### config.mk
export PLATFORM = sky130hd
export DESIGN_NAME = dmem_ctrl_flat
export DESIGN_NICKNAME = d
export VERILOG_FILES = /design/src/rtl/dmem_ctrl_pkg.sv /design/src/rtl/dmem_ctrl_if.sv /design/src/rtl/dmem_ctrl_lane_pick.sv /design/src/rtl/dmem_ctrl.sv /design/src/flat_wrapper.sv
export SDC_FILE = /design/constraint.sdc
export NUM_CORES = 1
export LEC_CHECK = 0
export CORE_MARGIN = 2
export CORE_UTILIZATION = 38
export CTS_CLUSTER_SIZE = 20
export DETAILED_ROUTE_END_ITERATION = 10
export HOLD_SLACK_MARGIN = 0.05
export PLACE_DENSITY = 0.88
export SETUP_SLACK_MARGIN = 0.15
export SKIP_CTS_REPAIR_TIMING = 1
export SLEW_MARGIN = 20
export SYNTH_ARGS = -nofsm -noshare
export SYNTH_HDL_FRONTEND = slang
export SYNTH_SLANG_ARGS = --single-unit
### constraint.sdc
create_clock -name clk -period 4.22 [get_ports clk]
set_input_delay 0.844 -clock clk [delete_from_list [all_inputs] [get_ports clk]]
set_output_delay 0.844 -clock clk [all_outputs]
set_load 0.1 [all_outputs]
### src/rtl/dmem_ctrl_pkg.sv
// Shared definitions for the byte-lane data memory controller: widths,
// enable levels and the controller state encoding.
package dmem_ctrl_pkg;
  localparam int ADDR_W  = 5;
  localparam int DATA_W  = 32;
  localparam int LANES   = 4;
  localparam int N_PORTS = 2;

  localparam logic ENABLE  = 1'b1;
  localparam logic DISABLE = 1'b0;

  typedef enum logic [1:0] {
    ST_IDLE  = 2'd0,
    ST_WRITE = 2'd1,
    ST_READ  = 2'd2
  } state_t;
endpackage

### src/rtl/dmem_ctrl_if.sv
// Requester and memory-side bundle for dmem_ctrl. Index 0 is the CPU
// load/store port, index 1 the loader/debug port.
interface dmem_ctrl_if;
  import dmem_ctrl_pkg::*;

  // A requester raises req[p] with we/addr/wdata/mask and holds them stable
  // until gnt[p] pulses; that pulse is the only acknowledge. Load data then
  // follows as a one-cycle rvalid[p] pulse in the next cycle.
  logic [N_PORTS-1:0]             req;
  logic [N_PORTS-1:0]             we;
  logic [N_PORTS-1:0][ADDR_W-1:0] addr;
  logic [N_PORTS-1:0][DATA_W-1:0] wdata;
  logic [N_PORTS-1:0][LANES-1:0]  mask;
  logic [N_PORTS-1:0]             gnt;
  logic [N_PORTS-1:0]             rvalid;
  logic [N_PORTS-1:0][DATA_W-1:0] rdata;

  // Memory read data is registered: valid the cycle after mem_is_load.
  logic              mem_wren;
  logic              mem_is_load;
  logic [LANES-1:0]  mem_mask;
  logic [ADDR_W-1:0] mem_r_addr;
  logic [ADDR_W-1:0] mem_w_addr;
  logic [DATA_W-1:0] mem_w_data;
  logic [DATA_W-1:0] mem_r_data;

  modport master (
    output req, we, addr, wdata, mask, mem_r_data,
    input  gnt, rvalid, rdata,
    input  mem_wren, mem_is_load, mem_mask, mem_r_addr, mem_w_addr, mem_w_data
  );

  modport slave (
    input  req, we, addr, wdata, mask, mem_r_data,
    output gnt, rvalid, rdata,
    output mem_wren, mem_is_load, mem_mask, mem_r_addr, mem_w_addr, mem_w_data
  );
endinterface

### src/rtl/dmem_ctrl_lane_pick.sv
// Picks the lowest set byte lane of a mask as a one-hot vector and returns
// the lanes still left to write.
module dmem_ctrl_lane_pick #(
  parameter int N_LANES = 4
) (
  input  logic [N_LANES-1:0] i_mask,
  output logic [N_LANES-1:0] o_lane,
  output logic [N_LANES-1:0] o_rest
);
  logic w_found;

  always_comb begin
    o_lane  = '0;
    w_found = 1'b0;
    for (int i = 0; i < N_LANES; i++) begin
      if (i_mask[i] && !w_found) begin
        o_lane[i] = 1'b1;
        w_found   = 1'b1;
      end
    end
  end

  assign o_rest = i_mask & ~o_lane;
endmodule

### src/rtl/dmem_ctrl.sv
// Two-port round-robin controller for a data memory that writes one byte
// lane per cycle; multi-lane stores are serialised lowest lane first.
module dmem_ctrl
  import dmem_ctrl_pkg::*;
#(
  parameter int N_LANES = 4
) (
  input  logic        clk,
  input  logic        rst_n,
  dmem_ctrl_if.slave  io_bus,
  output logic        busy,
  output state_t      o_dbg_state
);
  state_t              r_state;
  state_t              w_next;
  logic                r_rr;
  logic                r_owner;
  logic [ADDR_W-1:0]   r_addr;
  logic [DATA_W-1:0]   r_wdata;
  logic [N_LANES-1:0]  r_mask;

  logic                w_any;
  logic                w_win;
  logic [N_LANES-1:0]  w_pick_in;
  logic [N_LANES-1:0]  w_lane;
  logic [N_LANES-1:0]  w_rest;
  logic                w_latch;
  logic                w_mask_upd;
  logic                w_gnt_any;
  logic                w_gnt_port;

  // r_rr names the port that wins when both request at once.
  always_comb begin
    w_any = |io_bus.req;
    if (io_bus.req[0] && io_bus.req[1]) w_win = r_rr;
    else                                w_win = io_bus.req[1];
  end

  assign w_pick_in = (r_state == ST_WRITE) ? r_mask : io_bus.mask[w_win];

  dmem_ctrl_lane_pick #(.N_LANES(N_LANES)) u_lane_pick (
    .i_mask (w_pick_in),
    .o_lane (w_lane),
    .o_rest (w_rest)
  );

  always_comb begin
    w_next             = r_state;
    w_latch            = DISABLE;
    w_mask_upd         = DISABLE;
    w_gnt_any          = DISABLE;
    w_gnt_port         = 1'b0;
    io_bus.gnt         = '0;
    io_bus.rvalid      = '0;
    io_bus.rdata       = '0;
    io_bus.mem_wren    = DISABLE;
    io_bus.mem_is_load = DISABLE;
    io_bus.mem_mask    = '0;
    io_bus.mem_r_addr  = '0;
    io_bus.mem_w_addr  = '0;
    io_bus.mem_w_data  = '0;
    // Nothing is issued while reset is held, even from a stale state.
    if (rst_n) begin
      case (r_state)
        ST_IDLE: begin
          if (w_any) begin
            if (io_bus.we[w_win]) begin
              if (w_pick_in != '0) begin
                io_bus.mem_wren   = ENABLE;
                io_bus.mem_w_addr = io_bus.addr[w_win];
                io_bus.mem_w_data = io_bus.wdata[w_win];
                io_bus.mem_mask   = w_lane;
              end
              if (w_rest == '0) begin
                io_bus.gnt[w_win] = ENABLE;
                w_gnt_any         = ENABLE;
                w_gnt_port        = w_win;
              end else begin
                w_next  = ST_WRITE;
                w_latch = ENABLE;
              end
            end else begin
              io_bus.mem_is_load = ENABLE;
              io_bus.mem_r_addr  = io_bus.addr[w_win];
              io_bus.gnt[w_win]  = ENABLE;
              w_gnt_any          = ENABLE;
              w_gnt_port         = w_win;
              w_next             = ST_READ;
              w_latch            = ENABLE;
            end
          end
        end
        ST_WRITE: begin
          io_bus.mem_wren   = ENABLE;
          io_bus.mem_w_addr = r_addr;
          io_bus.mem_w_data = r_wdata;
          io_bus.mem_mask   = w_lane;
          if (w_rest == '0) begin
            io_bus.gnt[r_owner] = ENABLE;
            w_gnt_any           = ENABLE;
            w_gnt_port          = r_owner;
            w_next              = ST_IDLE;
          end else begin
            w_mask_upd = ENABLE;
          end
        end
        ST_READ: begin
          io_bus.rvalid[r_owner] = ENABLE;
          io_bus.rdata[r_owner]  = io_bus.mem_r_data;
          w_next                 = ST_IDLE;
        end
        default: w_next = ST_IDLE;
      endcase
    end
  end

  always_ff @(posedge clk) begin
    if (!rst_n) begin
      r_state <= ST_IDLE;
      r_rr    <= 1'b0;
      r_owner <= 1'b0;
      r_addr  <= '0;
      r_wdata <= '0;
      r_mask  <= '0;
    end else begin
      r_state <= w_next;
      if (w_gnt_any) r_rr <= ~w_gnt_port;
      if (w_latch) begin
        r_owner <= w_win;
        r_addr  <= io_bus.addr[w_win];
        r_wdata <= io_bus.wdata[w_win];
        r_mask  <= w_rest;
      end else if (w_mask_upd) begin
        r_mask <= w_rest;
      end
    end
  end

  assign busy        = rst_n && (r_state != ST_IDLE);
  assign o_dbg_state = r_state;
endmodule

### src/flat_wrapper.sv
// flat-port wrapper written by rule: the top's interface ports become plain ports
module dmem_ctrl_flat import dmem_ctrl_pkg::*;
#(
  parameter int N_LANES = 4
)
  (clk, rst_n, busy, o_dbg_state, io_bus_req, io_bus_we, io_bus_addr, io_bus_wdata, io_bus_mask, io_bus_mem_r_data, io_bus_gnt, io_bus_rvalid, io_bus_rdata, io_bus_mem_wren, io_bus_mem_is_load, io_bus_mem_mask, io_bus_mem_r_addr, io_bus_mem_w_addr, io_bus_mem_w_data);
  dmem_ctrl_if io_bus_i ();
  input  logic clk;
  input  logic rst_n;
  output logic busy;
  output state_t o_dbg_state;
  input wire logic [$bits(io_bus_i.req)-1:0] io_bus_req;
  input wire logic [$bits(io_bus_i.we)-1:0] io_bus_we;
  input wire logic [$bits(io_bus_i.addr)-1:0] io_bus_addr;
  input wire logic [$bits(io_bus_i.wdata)-1:0] io_bus_wdata;
  input wire logic [$bits(io_bus_i.mask)-1:0] io_bus_mask;
  input wire logic [$bits(io_bus_i.mem_r_data)-1:0] io_bus_mem_r_data;
  output wire logic [$bits(io_bus_i.gnt)-1:0] io_bus_gnt;
  output wire logic [$bits(io_bus_i.rvalid)-1:0] io_bus_rvalid;
  output wire logic [$bits(io_bus_i.rdata)-1:0] io_bus_rdata;
  output wire logic [$bits(io_bus_i.mem_wren)-1:0] io_bus_mem_wren;
  output wire logic [$bits(io_bus_i.mem_is_load)-1:0] io_bus_mem_is_load;
  output wire logic [$bits(io_bus_i.mem_mask)-1:0] io_bus_mem_mask;
  output wire logic [$bits(io_bus_i.mem_r_addr)-1:0] io_bus_mem_r_addr;
  output wire logic [$bits(io_bus_i.mem_w_addr)-1:0] io_bus_mem_w_addr;
  output wire logic [$bits(io_bus_i.mem_w_data)-1:0] io_bus_mem_w_data;
  assign io_bus_i.req = io_bus_req;
  assign io_bus_i.we = io_bus_we;
  assign io_bus_i.addr = io_bus_addr;
  assign io_bus_i.wdata = io_bus_wdata;
  assign io_bus_i.mask = io_bus_mask;
  assign io_bus_i.mem_r_data = io_bus_mem_r_data;
  assign io_bus_gnt = io_bus_i.gnt;
  assign io_bus_rvalid = io_bus_i.rvalid;
  assign io_bus_rdata = io_bus_i.rdata;
  assign io_bus_mem_wren = io_bus_i.mem_wren;
  assign io_bus_mem_is_load = io_bus_i.mem_is_load;
  assign io_bus_mem_mask = io_bus_i.mem_mask;
  assign io_bus_mem_r_addr = io_bus_i.mem_r_addr;
  assign io_bus_mem_w_addr = io_bus_i.mem_w_addr;
  assign io_bus_mem_w_data = io_bus_i.mem_w_data;
  dmem_ctrl #(.N_LANES(N_LANES)) u_core (.clk(clk), .rst_n(rst_n), .io_bus(io_bus_i), .busy(busy), .o_dbg_state(o_dbg_state));
endmodule
==> results.toml, run 1 <==
[yosys]
syn_inst = 428
syn-num-nets = 548
synthFlopType = "dfxtp_1"
ys_ff_latch = 44
synth-edff-count = 0
yosys.area.top_type = "dfxtp_1"
ys_types = 44
synthTopCellsByArea = "dfxtp_1 (27%), nand2_1 (13%), and2_1 (12%), o221a_1 (10%), a32o_1 (9.7%)"
synthArstFlopShare_pct = 0
postSynthAreaPerCell_sq_um = 7.68
yosysSeqAreaShare_pct = 26.8
synth_area_sq_mm = 0.00329
yosysTopAreaCellShare_pct = 26.8
ys_warn_count = 0

[clocking]
clk_path_buf_depth = 2
root_buffer = "clkbuf_8"
clkSlewWorstSetupHoldPaths_ns = 0.08
cts_tree = "done"
insertion_delay_ns = 0.30
clock-sinks = 44
htreeDepth = 2
cts-buffers-inserted = 5

[critical_path]
reg2reg_slack_ns = 1.41
setup.worst_path.end_class = "output pin"
crit_path_start_kind = "input port"
critical_path_class = "in2out"
crit_start = "io_bus_req[0]"
cp.required_ns = 3.38
r2r_end = "u_core.r_wdata[10]"
crit_path_end = "io_bus_gnt[0]"
r2r_start = "u_core.o_dbg_state[1]"
r2r_cells = 6
worstPathMaxFanout = 10
worstPathArrival_ns = 3.12

[die]
dieArea_sq_mm = 0.00941
die_w_microns = 97.0
initial_utilization_pct = 39.6
placementRows = 33
ios = 239
core_sq_mm = 0.00830
die_h_microns = 97.0

[finish]
layout_commonest_cell = "clkdlybuf4s50_1"
final_cells = 754
ff_latch_area_sq_um = 881
fillCellCount = 439
antenna_cells = 0
layout_common_cells = "clkdlybuf4s50_1 (121), buf_12 (117), nand2_1 (113), and2_1 (55), dfxtp_1 (44)"
drive_gt1_share_pct = 27.7
syn2layout_area_growth_pct = 114
multi_input_area_sq_mm = 0.00224
fin_nets = 768

[timing]
setup_tns_ns = 0
rsz0062_at_grt = "no"
period_needed_ns = 3.96
finalSetupViolations = 0
fmax_mhz = 252
hold_viol_final = 0
hold-worst-slack_ns = 0.546
drv_slew = 0
skew_ns = 0.00481
min_period_over_period_pct = 93.9
timing.slew.headroom_pct = 34.5
worst_pin_slew_ns = 0.979

[pwr]
power_density_mw_per_mm2 = 287
total_power_mw = 2.02
p_leak_nw = 2.89
peakVddDrop_mv = 0.159

[grt]
antenna_found_initial = 0
overflow = 0
grt_pass1_wl_mm = 25.0
track_usage_pct = 32.2
grt_pass1_vias = 4809
grt_start_max_net_pins = 38

[routing]
dr_total_vias = 4360
wl_per_cell_microns = 20.1
dr.pass1.iters = 6
via_per_inst = 5.78
drt-initial-drc-count = 421
remaining_drc_errors = 0
ant_nets = 0
drt-total-wl_mm = 15.2

[status]
status = "complete, no violations"

[placement]
port_buffers = 238
dpl.hpwl_mm = 12.0
dp.cells = 746
routabilityCongestion = 1.01

[run]
maxCapViolations = 0

[worst_hold_path]
hold_path.class = "reg2reg"
[where the power goes]
group / switching [mW] / internal [mW]
clock network: 0.146 / 0.133
logic: 0.761 / 0.459
registers: 0.0471 / 0.476
[cell usage after synthesis (all sizes together), types with 7 or more instances]
master,instances
o221a,38
a21oi,10
nand2,113
nor2,16
inv,7
dfxtp,44
clkbuf,29
and2,65
buf,11
o21ai,10
mux2i,8
a32o,32
[metrics by stage]
stage | setup WS (ns) | area, sq um | utilization (%)
after floorplan | -0.642 | 3340 | -
after global placement | 0.361 | 6940 | 83.7
after detailed placement | 0.298 | 6940 | 83.7
after CTS | 0.285 | 7040 | 84.8
after global routing | 0.166 | 7040 | 84.8
final | 0.258 | 7040 | 84.8
[registers in the layout (all words and copies together) (netlist names)]
name / count
u_core.o_dbg_state: 2
u_core.r_addr: 5
u_core.r_mask: 3
u_core.r_owner: 1
u_core.r_rr: 1
u_core.r_wdata: 32
[critical path, cell delays in order]
cell	delay, ns
clkdlybuf4s50_1	0.51
nand2b_1	0.17
and2_4	0.24
o211a_4	0.27
maj3_4	0.41
a21o_1	0.22
a41o_1	0.27
buf_12	0.17
[metal layers]
layer	routed length [microns]	part of all wire (%)	global-route usage, %	up-vias
met5	0	0	0	-
met4	539	3.6	11.2	0
met3	1350	8.9	9.25	57
met2	8200	54	60.9	273
met1	5070	33	33.7	2037
li1	-	-	-	1993
[area by class of cell]
| cell class | count | area share (%) |
|---|---|---|
| inverter | 8 | 0.427 |
| sequential | 44 | 12.5 |
| clock inverter | 1 | 0.107 |
| multi-input combinational | 336 | 31.8 |
| tap | 105 | 1.87 |
| clock buffer | 7 | 1.23 |
| timing repair buffer | 253 | 52.1 |
[logic make-up (layout without fill, tap and decap cells)]
group | count (synthesis) | after routing | synth area share [%]
and+or+nand+nor | 218 | 218 | 31.7
buffers and inverters | 48 | 269 | 7.46
AOI/OAI and AO/OA | 108 | 108 | 30.8
adders and majority gates | 1 | 1 | 0.419
DFF | 44 | 44 | 26.8
muxes | 9 | 9 | 2.78
[worst min path at each step]
stage | from | end | slack (ns) | cells after the start
2_1_floorplan | u_core.r_mask[3] | u_core.r_mask[3] | 0.47 | 2
4_1_cts | u_core.r_wdata[22] | u_core.r_wdata[22] | 0.54 | 1
3_3_place_gp | u_core.r_mask[3] | u_core.r_mask[3] | 0.51 | 2
5_1_grt | u_core.r_wdata[8] | u_core.r_wdata[8] | 0.56 | 1
3_5_place_dp | u_core.r_wdata[22] | u_core.r_wdata[22] | 0.52 | 1
6_report | u_core.r_wdata[22] | u_core.r_wdata[22] | 0.55 | 1
No activity file was read; power rests on OpenSTA's default activity.
==> inputs of run 2 (changes only) <==
--- a/config.mk
+++ b/config.mk
@@ -5,12 +5,13 @@
 export SDC_FILE = /design/constraint.sdc
 export NUM_CORES = 1
 export LEC_CHECK = 0
+export CORE_ASPECT_RATIO = 1.4
 export CORE_MARGIN = 2
 export CORE_UTILIZATION = 38
 export CTS_CLUSTER_SIZE = 20
 export DETAILED_ROUTE_END_ITERATION = 10
 export HOLD_SLACK_MARGIN = 0.05
-export PLACE_DENSITY = 0.88
+export PLACE_DENSITY_LB_ADDON = 0.15
 export SETUP_SLACK_MARGIN = 0.15
 export SKIP_CTS_REPAIR_TIMING = 1
 export SLEW_MARGIN = 20
==> constraint.sdc (replaced) <==
create_clock -name clk -period 4.22 [get_ports clk]
set_input_delay 1.266 -clock clk [delete_from_list [all_inputs] [get_ports clk]]
set_output_delay 1.266 -clock clk [all_outputs]
set_load 0.1 [all_outputs]
==> run 2 against run 1 <==
Net effect:
- the run now fails in global routing (5_1_grt)
- synthesized area unchanged
- synthesized cell count stayed put
==> results.toml, run 2 <==
[yosys]
synth.mux.area_fraction_pct = 2.78
syn_inst = 428
synthSimpleGateAreaFrac_pct = 31.7
yosysMostFrequentCell = "nand2_1"
ys_warn_count = 0
yosysSeqAreaShare_pct = 26.8
ys_types = 44
syn-num-nets = 548
synth-xor-area-share_pct = 0
synth_compound_area_share_pct = 30.8
synthArstFlopShare_pct = 0
ys_ff_latch = 44
synth_fa_ha_area_share_pct = 0.419
yosysTopAreaCellShare_pct = 26.8
synth_top_family_by_area = "simple AND/OR/NAND/NOR gates"
synthFlopType = "dfxtp_1"
postSynthAreaPerCell_sq_um = 7.68
synthTopCellsByArea = "dfxtp_1 (27%), nand2_1 (13%), and2_1 (12%), o221a_1 (10%), a32o_1 (9.7%)"
synth-edff-count = 0
yosys.area.top_type = "dfxtp_1"
netlist_top_cells_count = "nand2_1 (113), and2_1 (64), dfxtp_1 (44)"
synth_area_sq_mm = 0.00329

[status]
stop_stage = "global routing (5_1_grt)"
error = "[ERROR DPL-0038] Utilization greater than 100%, impossible to legalize"
status = "stopped before the end"

[die]
die_w_microns = 82.6
placementRows = 40
ios = 239
initial_utilization_pct = 38.6
die_h_microns = 114

[grt]
grt_start_max_net_pins = 39

[clocking]
htreeDepth = 2
cts-buffers-inserted = 5
clk_path_buf_depth = 2
root_buffer = "clkbuf_16"
clock-sinks = 44

[timing]
crit_endpoint = "io_bus_gnt[0]"
worst-ep-kind = "top-level output"

[placement]
routabilityCongestion = 0.900
dpl.hpwl_mm = 15.4
place_ws_ns = -0.439
port_buffers = 238
dp.cells = 806
run 2: cell counts after synthesis:
No cell type changed its count.
run 2: cells by family after synthesis:
logic type | after synthesis
simple gates | 218
compound gates | 108
fa+ha+maj | 1
mux | 9
buf+inv | 48
flops | 44
run 2: per-stage QoR:
stage	setup TNS, ns	area [sq um]
floorplan	-0.252	4000
global placement	-13.95	8120
detailed placement	-17.82	8120
CTS	-22.65	8270
==> inputs of run 3 (changes only) <==
--- a/config.mk
+++ b/config.mk
@@ -5,14 +5,10 @@
 export SDC_FILE = /design/constraint.sdc
 export NUM_CORES = 1
 export LEC_CHECK = 0
-export CORE_ASPECT_RATIO = 1.4
 export CORE_MARGIN = 2
 export CORE_UTILIZATION = 38
-export CTS_CLUSTER_SIZE = 20
 export DETAILED_ROUTE_END_ITERATION = 10
-export HOLD_SLACK_MARGIN = 0.05
 export PLACE_DENSITY_LB_ADDON = 0.15
-export SETUP_SLACK_MARGIN = 0.15
 export SKIP_CTS_REPAIR_TIMING = 1
 export SLEW_MARGIN = 20
 export SYNTH_ARGS = -nofsm -noshare
==> run 3 against run 2 <==
Net effect:
- the run again fails in global routing (5_1_grt)
- synthesized cell count unchanged
- synthesized area is the same
==> results.toml, run 3 <==
[yosys]
syn-num-nets = 548
synthArstFlopShare_pct = 0
yosysMostFrequentCell = "nand2_1"
syn_inst = 428
yosys.area.top_type = "dfxtp_1"
synth.mux.area_fraction_pct = 2.78
synth_area_sq_mm = 0.00329
synthSimpleGateAreaFrac_pct = 31.7
synth_fa_ha_area_share_pct = 0.419
ys_types = 44
ys_warn_count = 0
synthFlopType = "dfxtp_1"
ys_ff_latch = 44
yosysSeqAreaShare_pct = 26.8
synth_top_family_by_area = "simple AND/OR/NAND/NOR gates"
yosysTopAreaCellShare_pct = 26.8
postSynthAreaPerCell_sq_um = 7.68
synthTopCellsByArea = "dfxtp_1 (27%), nand2_1 (13%), and2_1 (12%), o221a_1 (10%), a32o_1 (9.7%)"
netlist_top_cells_count = "nand2_1 (113), and2_1 (64), dfxtp_1 (44)"
synth-edff-count = 0
synth_compound_area_share_pct = 30.8
synth-xor-area-share_pct = 0

[die]
ios = 239
initial_utilization_pct = 39.6
die_w_microns = 97.0
placementRows = 33
die_h_microns = 97.0

[placement]
placed_area_sq_mm = 0.00805
dpl.hpwl_mm = 16.6
routabilityCongestion = 0.984
port_buffers = 238

[clocking]
clk_path_buf_depth = 2
root_buffer = "clkbuf_8"
clock-sinks = 44
htreeDepth = 2
cts-buffers-inserted = 5

[status]
stop_stage = "global routing (5_1_grt)"
error = "[ERROR DPL-0038] Utilization greater than 100%, impossible to legalize"
status = "stopped before the end"

[grt]
grt_start_max_net_pins = 39

[timing]
worst-ep-kind = "top-level output"
crit_endpoint = "io_bus_mem_w_data[15]"
run 3: cell counts after synthesis:
Identical to the previous run, type by type.
run 3: logic make-up after synthesis:
| kind of cell | after synthesis |
|---|---|
| AO/OA/AOI/OAI | 108 |
| AND/OR/NAND/NOR | 218 |
| adder cells (fa/ha/maj) | 1 |
| flip-flops | 44 |
| multiplexers | 9 |
| buffers and inverters | 48 |
run 3: stage by stage:
step           setup WS (ns)  setup TNS (ns)  cells  util, %  hold WS, ns
4_1_cts               -0.649          -26.60    814     97.9        0.555
2_1_floorplan         -0.253           -2.80    428        -        0.475
3_3_place_gp          -0.401          -15.66    807     96.9        0.497
3_5_place_dp          -0.504          -19.94    807     96.9        0.525
